### config.mk
export PLATFORM = sky130hd
export DESIGN_NAME = seg_scan_driver_flat
export DESIGN_NICKNAME = d
export VERILOG_FILES = /design/src/rtl/seg_scan_driver_if.sv /design/src/rtl/seg_scan_driver.sv /design/src/flat_wrapper.sv
export SDC_FILE = /design/constraint.sdc
export NUM_CORES = 1
export LEC_CHECK = 0
export CAP_MARGIN = 10
export CORE_MARGIN = 4
export CORE_UTILIZATION = 54
export CTS_BUF_LIST = sky130_fd_sc_hd__clkbuf_8 sky130_fd_sc_hd__clkbuf_16
export DETAILED_ROUTE_END_ITERATION = 16
export GPL_TIMING_DRIVEN = 0
export PLACE_DENSITY = 0.8
export SLEW_MARGIN = 15
export SYNTH_ARGS = -nofsm -noshare
export SYNTH_HDL_FRONTEND = slang
export SYNTH_SLANG_ARGS = --single-unit
### constraint.sdc
create_clock -name clk -period 2.8 [get_ports clk]
set_clock_uncertainty 0.15 [all_clocks]
set_input_delay 0.56 -clock clk [delete_from_list [all_inputs] [get_ports clk]]
set_output_delay 0.56 -clock clk [all_outputs]
set_load 0.005 [all_outputs]
### src/rtl/seg_scan_driver_if.sv
// seg_scan_driver_if: display data bus and scanned pin outputs for seg_scan_driver.
// master = display data register side, slave = scan driver.
interface seg_scan_driver_if #(
  parameter int unsigned DIGITS = 4
);
  logic                  load;
  logic [4*DIGITS-1:0]   data_in;
  logic [DIGITS-1:0]     dp_in;
  logic [DIGITS-1:0]     blank_in;
  logic [6:0]            seg_out;
  logic                  dp_out;
  logic [DIGITS-1:0]     digit_sel;
  logic                  frame_tick;

  modport master (
    output load, data_in, dp_in, blank_in,
    input  seg_out, dp_out, digit_sel, frame_tick
  );

  modport slave (
    input  load, data_in, dp_in, blank_in,
    output seg_out, dp_out, digit_sel, frame_tick
  );
endinterface

### src/rtl/seg_scan_driver.sv
// seg_scan_driver: time-multiplexed seven-segment driver for DIGITS digits.
// Holds a shadow copy of the digit data and scans one digit per SCAN_DIV
// cycles, with DEAD_CYC dark cycles at the start of each dwell.
// Optional feature macro: LEADING_ZERO_BLANK_EN (leading-zero suppression).
module seg_scan_driver #(
  parameter int unsigned DIGITS         = 4,
  parameter int unsigned SCAN_DIV       = 50000,
  parameter int unsigned DEAD_CYC       = 2,
  parameter bit          SEG_ACTIVE_LOW = 1'b0,
  parameter bit          SEL_ACTIVE_LOW = 1'b0
) (
  input  logic             clk,
  input  logic             rst_n,
  seg_scan_driver_if.slave bus
);

  localparam int unsigned PRESC_W = (SCAN_DIV > 1) ? $clog2(SCAN_DIV) : 1;
  localparam int unsigned PTR_W   = (DIGITS > 1) ? $clog2(DIGITS) : 1;
  localparam int unsigned DATA_W  = 4 * DIGITS;

  logic [PRESC_W-1:0] presc_q, presc_d;
  logic [PTR_W-1:0]   ptr_q, ptr_d;
  logic [DATA_W-1:0]  data_q;
  logic [DIGITS-1:0]  dp_q;
  logic [DIGITS-1:0]  blank_q;

  logic [6:0]         seg_q, seg_d;
  logic               dp_out_q, dp_out_d;
  logic [DIGITS-1:0]  sel_q, sel_d;
  logic               tick_q, tick_d;

  logic               presc_last_c;
  logic               ptr_last_c;
  logic               dead_c;
  logic [3:0]         cur_nib_c;
  logic               cur_dp_c;
  logic               cur_blank_c;
  logic               cur_supp_c;
  logic [DIGITS-1:0]  cur_onehot_c;
  logic [6:0]         dec_c;
  logic [6:0]         seg_log_c;
  logic               dp_log_c;
  logic [DIGITS-1:0]  sel_log_c;

  // Prescaler and digit pointer next state.
  always_comb begin
    presc_last_c = (presc_q == PRESC_W'(SCAN_DIV - 1));
    ptr_last_c   = (ptr_q == PTR_W'(DIGITS - 1));
    presc_d      = presc_q + PRESC_W'(1);
    ptr_d        = ptr_q;
    if (presc_last_c) begin
      presc_d = '0;
      ptr_d   = ptr_last_c ? '0 : ptr_q + PTR_W'(1);
    end
  end

  // Wrap from the last digit back to digit 0 marks a frame boundary.
  assign tick_d = presc_last_c & ptr_last_c;

  // Dead-time window at the start of every dwell.
  if (DEAD_CYC == 0) begin : g_no_dead
    assign dead_c = 1'b0;
  end else begin : g_dead
    assign dead_c = (presc_q < PRESC_W'(DEAD_CYC));
  end

  // Pick the shadow fields of the digit under the pointer.
  always_comb begin
    cur_nib_c    = 4'h0;
    cur_dp_c     = 1'b0;
    cur_blank_c  = 1'b0;
    cur_onehot_c = '0;
    for (int i = 0; i < int'(DIGITS); i++) begin
      if (ptr_q == PTR_W'(i)) begin
        cur_nib_c       = data_q[4*i +: 4];
        cur_dp_c        = dp_q[i];
        cur_blank_c     = blank_q[i];
        cur_onehot_c[i] = 1'b1;
      end
    end
  end

`ifdef LEADING_ZERO_BLANK_EN
  logic [DIGITS-1:0] supp_c;

  // A digit is suppressed while every digit from the top down to it is zero; digit 0 never is.
  always_comb begin
    logic zero_run;
    zero_run = 1'b1;
    supp_c   = '0;
    for (int i = int'(DIGITS) - 1; i >= 1; i--) begin
      zero_run  = zero_run & (data_q[4*i +: 4] == 4'h0);
      supp_c[i] = zero_run;
    end
  end

  assign cur_supp_c = |(supp_c & cur_onehot_c);
`else
  assign cur_supp_c = 1'b0;
`endif

  // Hex to {a,b,c,d,e,f,g}, active-high.
  always_comb begin
    dec_c = 7'h00;
    case (cur_nib_c)
      4'h0: dec_c = 7'h7E;
      4'h1: dec_c = 7'h30;
      4'h2: dec_c = 7'h6D;
      4'h3: dec_c = 7'h79;
      4'h4: dec_c = 7'h33;
      4'h5: dec_c = 7'h5B;
      4'h6: dec_c = 7'h5F;
      4'h7: dec_c = 7'h70;
      4'h8: dec_c = 7'h7F;
      4'h9: dec_c = 7'h73;
      4'hA: dec_c = 7'h77;
      4'hB: dec_c = 7'h1F;
      4'hC: dec_c = 7'h4E;
      4'hD: dec_c = 7'h3D;
      4'hE: dec_c = 7'h4F;
      4'hF: dec_c = 7'h47;
      default: dec_c = 7'h00;
    endcase
  end

  // Logical pin values; blanking darkens segments and dp but keeps the digit selected.
  always_comb begin
    sel_log_c = '0;
    seg_log_c = 7'h00;
    dp_log_c  = 1'b0;
    if (!dead_c) begin
      sel_log_c = cur_onehot_c;
      if (!cur_blank_c) begin
        dp_log_c = cur_dp_c;
        if (!cur_supp_c) begin
          seg_log_c = dec_c;
        end
      end
    end
  end

  assign seg_d    = seg_log_c ^ {7{SEG_ACTIVE_LOW}};
  assign dp_out_d = dp_log_c ^ SEG_ACTIVE_LOW;
  assign sel_d    = sel_log_c ^ {DIGITS{SEL_ACTIVE_LOW}};

  // Scan timing state.
  always_ff @(posedge clk) begin
    if (!rst_n) begin
      presc_q <= '0;
      ptr_q   <= '0;
    end else begin
      presc_q <= presc_d;
      ptr_q   <= ptr_d;
    end
  end

  // Shadow copy of the display data, captured on load.
  always_ff @(posedge clk) begin
    if (!rst_n) begin
      data_q  <= '0;
      dp_q    <= '0;
      blank_q <= '0;
    end else if (bus.load) begin
      data_q  <= bus.data_in;
      dp_q    <= bus.dp_in;
      blank_q <= bus.blank_in;
    end
  end

  // Pin registers; reset drives the physical off level.
  always_ff @(posedge clk) begin
    if (!rst_n) begin
      seg_q    <= {7{SEG_ACTIVE_LOW}};
      dp_out_q <= SEG_ACTIVE_LOW;
      sel_q    <= {DIGITS{SEL_ACTIVE_LOW}};
      tick_q   <= 1'b0;
    end else begin
      seg_q    <= seg_d;
      dp_out_q <= dp_out_d;
      sel_q    <= sel_d;
      tick_q   <= tick_d;
    end
  end

  assign bus.seg_out    = seg_q;
  assign bus.dp_out     = dp_out_q;
  assign bus.digit_sel  = sel_q;
  assign bus.frame_tick = tick_q;

endmodule

### src/flat_wrapper.sv
// flat-port wrapper written by rule: the top's interface ports become plain ports
module seg_scan_driver_flat 
#(
  parameter int unsigned DIGITS         = 4,
  parameter int unsigned SCAN_DIV       = 50000,
  parameter int unsigned DEAD_CYC       = 2,
  parameter bit          SEG_ACTIVE_LOW = 1'b0,
  parameter bit          SEL_ACTIVE_LOW = 1'b0
)
  (clk, rst_n, bus_load, bus_data_in, bus_dp_in, bus_blank_in, bus_seg_out, bus_dp_out, bus_digit_sel, bus_frame_tick);
  seg_scan_driver_if #(.DIGITS(DIGITS)) bus_i ();
  input  logic clk;
  input  logic rst_n;
  input wire logic [$bits(bus_i.load)-1:0] bus_load;
  input wire logic [$bits(bus_i.data_in)-1:0] bus_data_in;
  input wire logic [$bits(bus_i.dp_in)-1:0] bus_dp_in;
  input wire logic [$bits(bus_i.blank_in)-1:0] bus_blank_in;
  output wire logic [$bits(bus_i.seg_out)-1:0] bus_seg_out;
  output wire logic [$bits(bus_i.dp_out)-1:0] bus_dp_out;
  output wire logic [$bits(bus_i.digit_sel)-1:0] bus_digit_sel;
  output wire logic [$bits(bus_i.frame_tick)-1:0] bus_frame_tick;
  assign bus_i.load = bus_load;
  assign bus_i.data_in = bus_data_in;
  assign bus_i.dp_in = bus_dp_in;
  assign bus_i.blank_in = bus_blank_in;
  assign bus_seg_out = bus_i.seg_out;
  assign bus_dp_out = bus_i.dp_out;
  assign bus_digit_sel = bus_i.digit_sel;
  assign bus_frame_tick = bus_i.frame_tick;
  seg_scan_driver #(.DIGITS(DIGITS), .SCAN_DIV(SCAN_DIV), .DEAD_CYC(DEAD_CYC), .SEG_ACTIVE_LOW(SEG_ACTIVE_LOW), .SEL_ACTIVE_LOW(SEL_ACTIVE_LOW)) u_core (.clk(clk), .rst_n(rst_n), .bus(bus_i));
endmodule
==> results of run 1 <==
-- through the flow --
stage	total power, mW	std cells
after floorplan	0.956	274
after detailed placement	1.04	379
after global routing	1.70	390
final	1.64	390
after CTS	1.64	387
after global placement	1.03	379
-- registers in the layout, indices dropped and copies added, names as in the netlist --
signal,flops
u_core.blank_q,4
u_core.bus.dp_out,1
u_core.bus.seg_out,7
u_core.ptr_q,2
u_core.dp_q,4
u_core.bus.digit_sel,4
u_core.presc_q,16
u_core.bus.frame_tick,1
u_core.data_q,16
-- critical path: cells and delay by family (launching register included) --
family          cells  cell delay (ns)
flops               1             0.40
simple gates        3             0.64
fa+ha+maj           2             0.47
buf+inv             3             0.41
compound gates      3             0.48
-- per-layer routing --
layer	GRT usage, %	part of all wire, %
met1	25.1	45
met3	4.24	4.8
met2	30.7	48
met5	0	0
met4	6.29	1.2
-- cell families (layout without fill, tap and decap cells) --
| group | after synthesis | in the layout | share of synthesized area (%) |
|---|---|---|---|
| DFF | 55 | 55 | 41.6 |
| xor gates and xnor gates | 15 | 15 | 4.96 |
| adders and majority gates | 12 | 12 | 5.67 |
| AOI/OAI and AO/OA | 33 | 33 | 9.03 |
| buffers and inverters | 23 | 72 | 4.49 |
| and+or+nand+nor | 109 | 109 | 24.0 |
| muxes | 27 | 27 | 10.3 |
-- repair_timing --
action,CTS,global route
gates resized for setup,1,3
setup buffers,0,3
pin swaps,0,1
endpoints found under the setup margin,2,2
-- layout make-up --
class	count	area share (%)
clock inverter	3	1.95
buffer	14	2.59
inverter	9	1.03
tap	67	2.56
clock buffer	5	2.10
timing repair buffer	41	12.3
sequential	55	33.6
multi-input combinational	196	43.9
-- power by group through the flow --
stage / Clock (mW) / Combinational (mW) / Sequential (mW)
6_report: 0.611 / 0.195 / 0.832
5_1_grt: 0.651 / 0.212 / 0.836
4_1_cts: 0.618 / 0.190 / 0.832
3_5_place_dp: 0 / 0.188 / 0.850
3_3_place_gp: 0 / 0.183 / 0.849
2_1_floorplan: 0 / 0.109 / 0.847
-- worst paths after layout --
kind                                   startpoint               endpoint  slack (ns)  cells after the start
worst min register to register  u_core.presc_q[0]      u_core.presc_q[0]        0.33                      1
worst min-delay path            u_core.presc_q[0]      u_core.presc_q[0]        0.33                      1
worst max register to register    u_core.ptr_q[0]  u_core.bus.seg_out[6]        0.19                     11
worst max-delay path              u_core.ptr_q[0]  u_core.bus.seg_out[6]        0.19                     11
-- cell usage after synthesis, drive strengths merged (5+ instances only) --
library cell	instances	area share [%]
nor4	6	1.7
and2	5	1.2
a21oi	7	1.3
nor2b	29	6.9
xor2	6	2.0
nand2	16	2.6
inv	9	1.3
xnor2	9	3.0
mux2i	26	9.8
dfxtp	55	42
nor2	23	4.2
nand3	11	2.1
o21ai	5	0.95
ha	12	5.7
a211oi	8	2.7
buf	10	2.6
==> flow_metrics.tcl, run 1 <==
set metrics [dict create \
    outcome "complete, no violations" \
    p_comb_share_pct 11.9 \
    final_cell_mix "dfxtp_1, clkdlybuf4s50_1, nor2b_1" \
    finalInstanceArea_um2 3280 \
    hp-class "register to register" \
    drcViolationCount 0 \
    crit_fanout 10 \
    post-route-util_pct 69.5 \
    rsz0062_at_grt "false" \
    cts.htree.levels 2 \
    drtIter0Drc 56 \
    netlist_area_um2 2650 \
    nets 361 \
    ir_worst_vdd_v 0.000305 \
    clk_latency_ns 0.31 \
    crit_chain "inv_1, ha_1, buf_4, nor2b_1, o21ai_0, o31a_1, inv_1, ha_1, or3_1, o221ai_1, nor2b_1" \
    cts_sinks 55 \
    fillers 393 \
    p_switching_uw 358 \
    via_per_inst 5.21 \
    wl_um 5450 \
    grt_use_total_pct 19.0 \
    syn_avg_cell_area_um2 9.66 \
    tightest_slew_ns 0.646 \
    swShare_pct 21.9 \
    relSlewSlack_pct 56.8 \
    cap_violations 0 \
    die-area_um2 6090 \
    placed_cell_area_um2 3110 \
    fin_crit_ns 2.61 \
    arrival_ns 2.71 \
    ys_ff_latch 55 \
    cts_root_buf "clkbuf_8" \
    gr-total-overflow 0 \
    synth_enable_flop_cells 0 \
    cts_inserted_buffers 5 \
    ant_nets 0 \
    seq_power_share_pct 50.8 \
    final_common_cell "dfxtp_1" \
    endpoint_kind "register" \
    rows 25 \
    critPathLaunchType "register" \
    cp.required_ns 2.90 \
    power.internal_mw 1.28 \
    yosys_warnings 0 \
    synth-async-reset-ratio_pct 0 \
    dr_total_vias 2030 \
    slowest_stage "dfxtp_1" \
    grt_max_degree 17 \
    clkPwrFrac_pct 37.3 \
    grt_pass1_vias 1934 \
    numPortBuffers 38 \
    path_class "register to register" \
    hpwlAfterDp_um 3950 \
    antenna_found_initial 0 \
    drive_above_1_share_pct 13.6 \
    slew_violations 0 \
    hold_viol_final 0 \
    io_pins 40 \
    die_y_um 78.0 \
    power_density_nw_per_um2 499 \
    final-setup-viol-count 0 \
    tns_ns 0 \
    wl_per_cell_um 14.0 \
    place_congestion 0.808 \
    cpPeakStageDelay_ns 0.40 \
    core_region_area_um2 4720 \
    dieWidth_um 78.0 \
    fin_crit_sh_pct 93.2 \
    multi_input_area_um2 1440 \
    ff_latch_area_um2 1100 \
    antennaDiodeCount 0 \
    syn_inst 274 \
    hold_ws_ns 0.329 \
    cts_hold_buffers 0 \
    synth_flop_cell "dfxtp_1" \
    timing.final.ws_setup_ns 0.190 \
    max_freq_mhz 383 \
    cts_tree "yes" \
    area_growth_pct 23.9 \
    first_pass_iters 4 \
    synth_nets 313 \
    yosysUniqueCellTypes 45 \
    pre_cts_ws_ns -0.107 \
    clock_path_buffers 2 \
    yosysSeqAreaShare_pct 41.6 \
    grt_pass1_wl_um 9230 \
    leakage_nw 1.28 \
    start_util_pct 56.1 \
    path_clk_slew_ns 0.10 \
]
No activity file was read; power rests on OpenSTA's default activity.
==> run 2, diff against run 1 <==
==> constraint.sdc (replaced) <==
create_clock -name clk -period 2.8 [get_ports clk]
set_clock_uncertainty 0.15 [all_clocks]
set_input_delay 0.42 -clock clk [delete_from_list [all_inputs] [get_ports clk]]
set_output_delay 0.42 -clock clk [all_outputs]
set_load 0.005 [all_outputs]
==> results of run 2 <==
Final layout, timing and power as in run 1 (identical DEF).
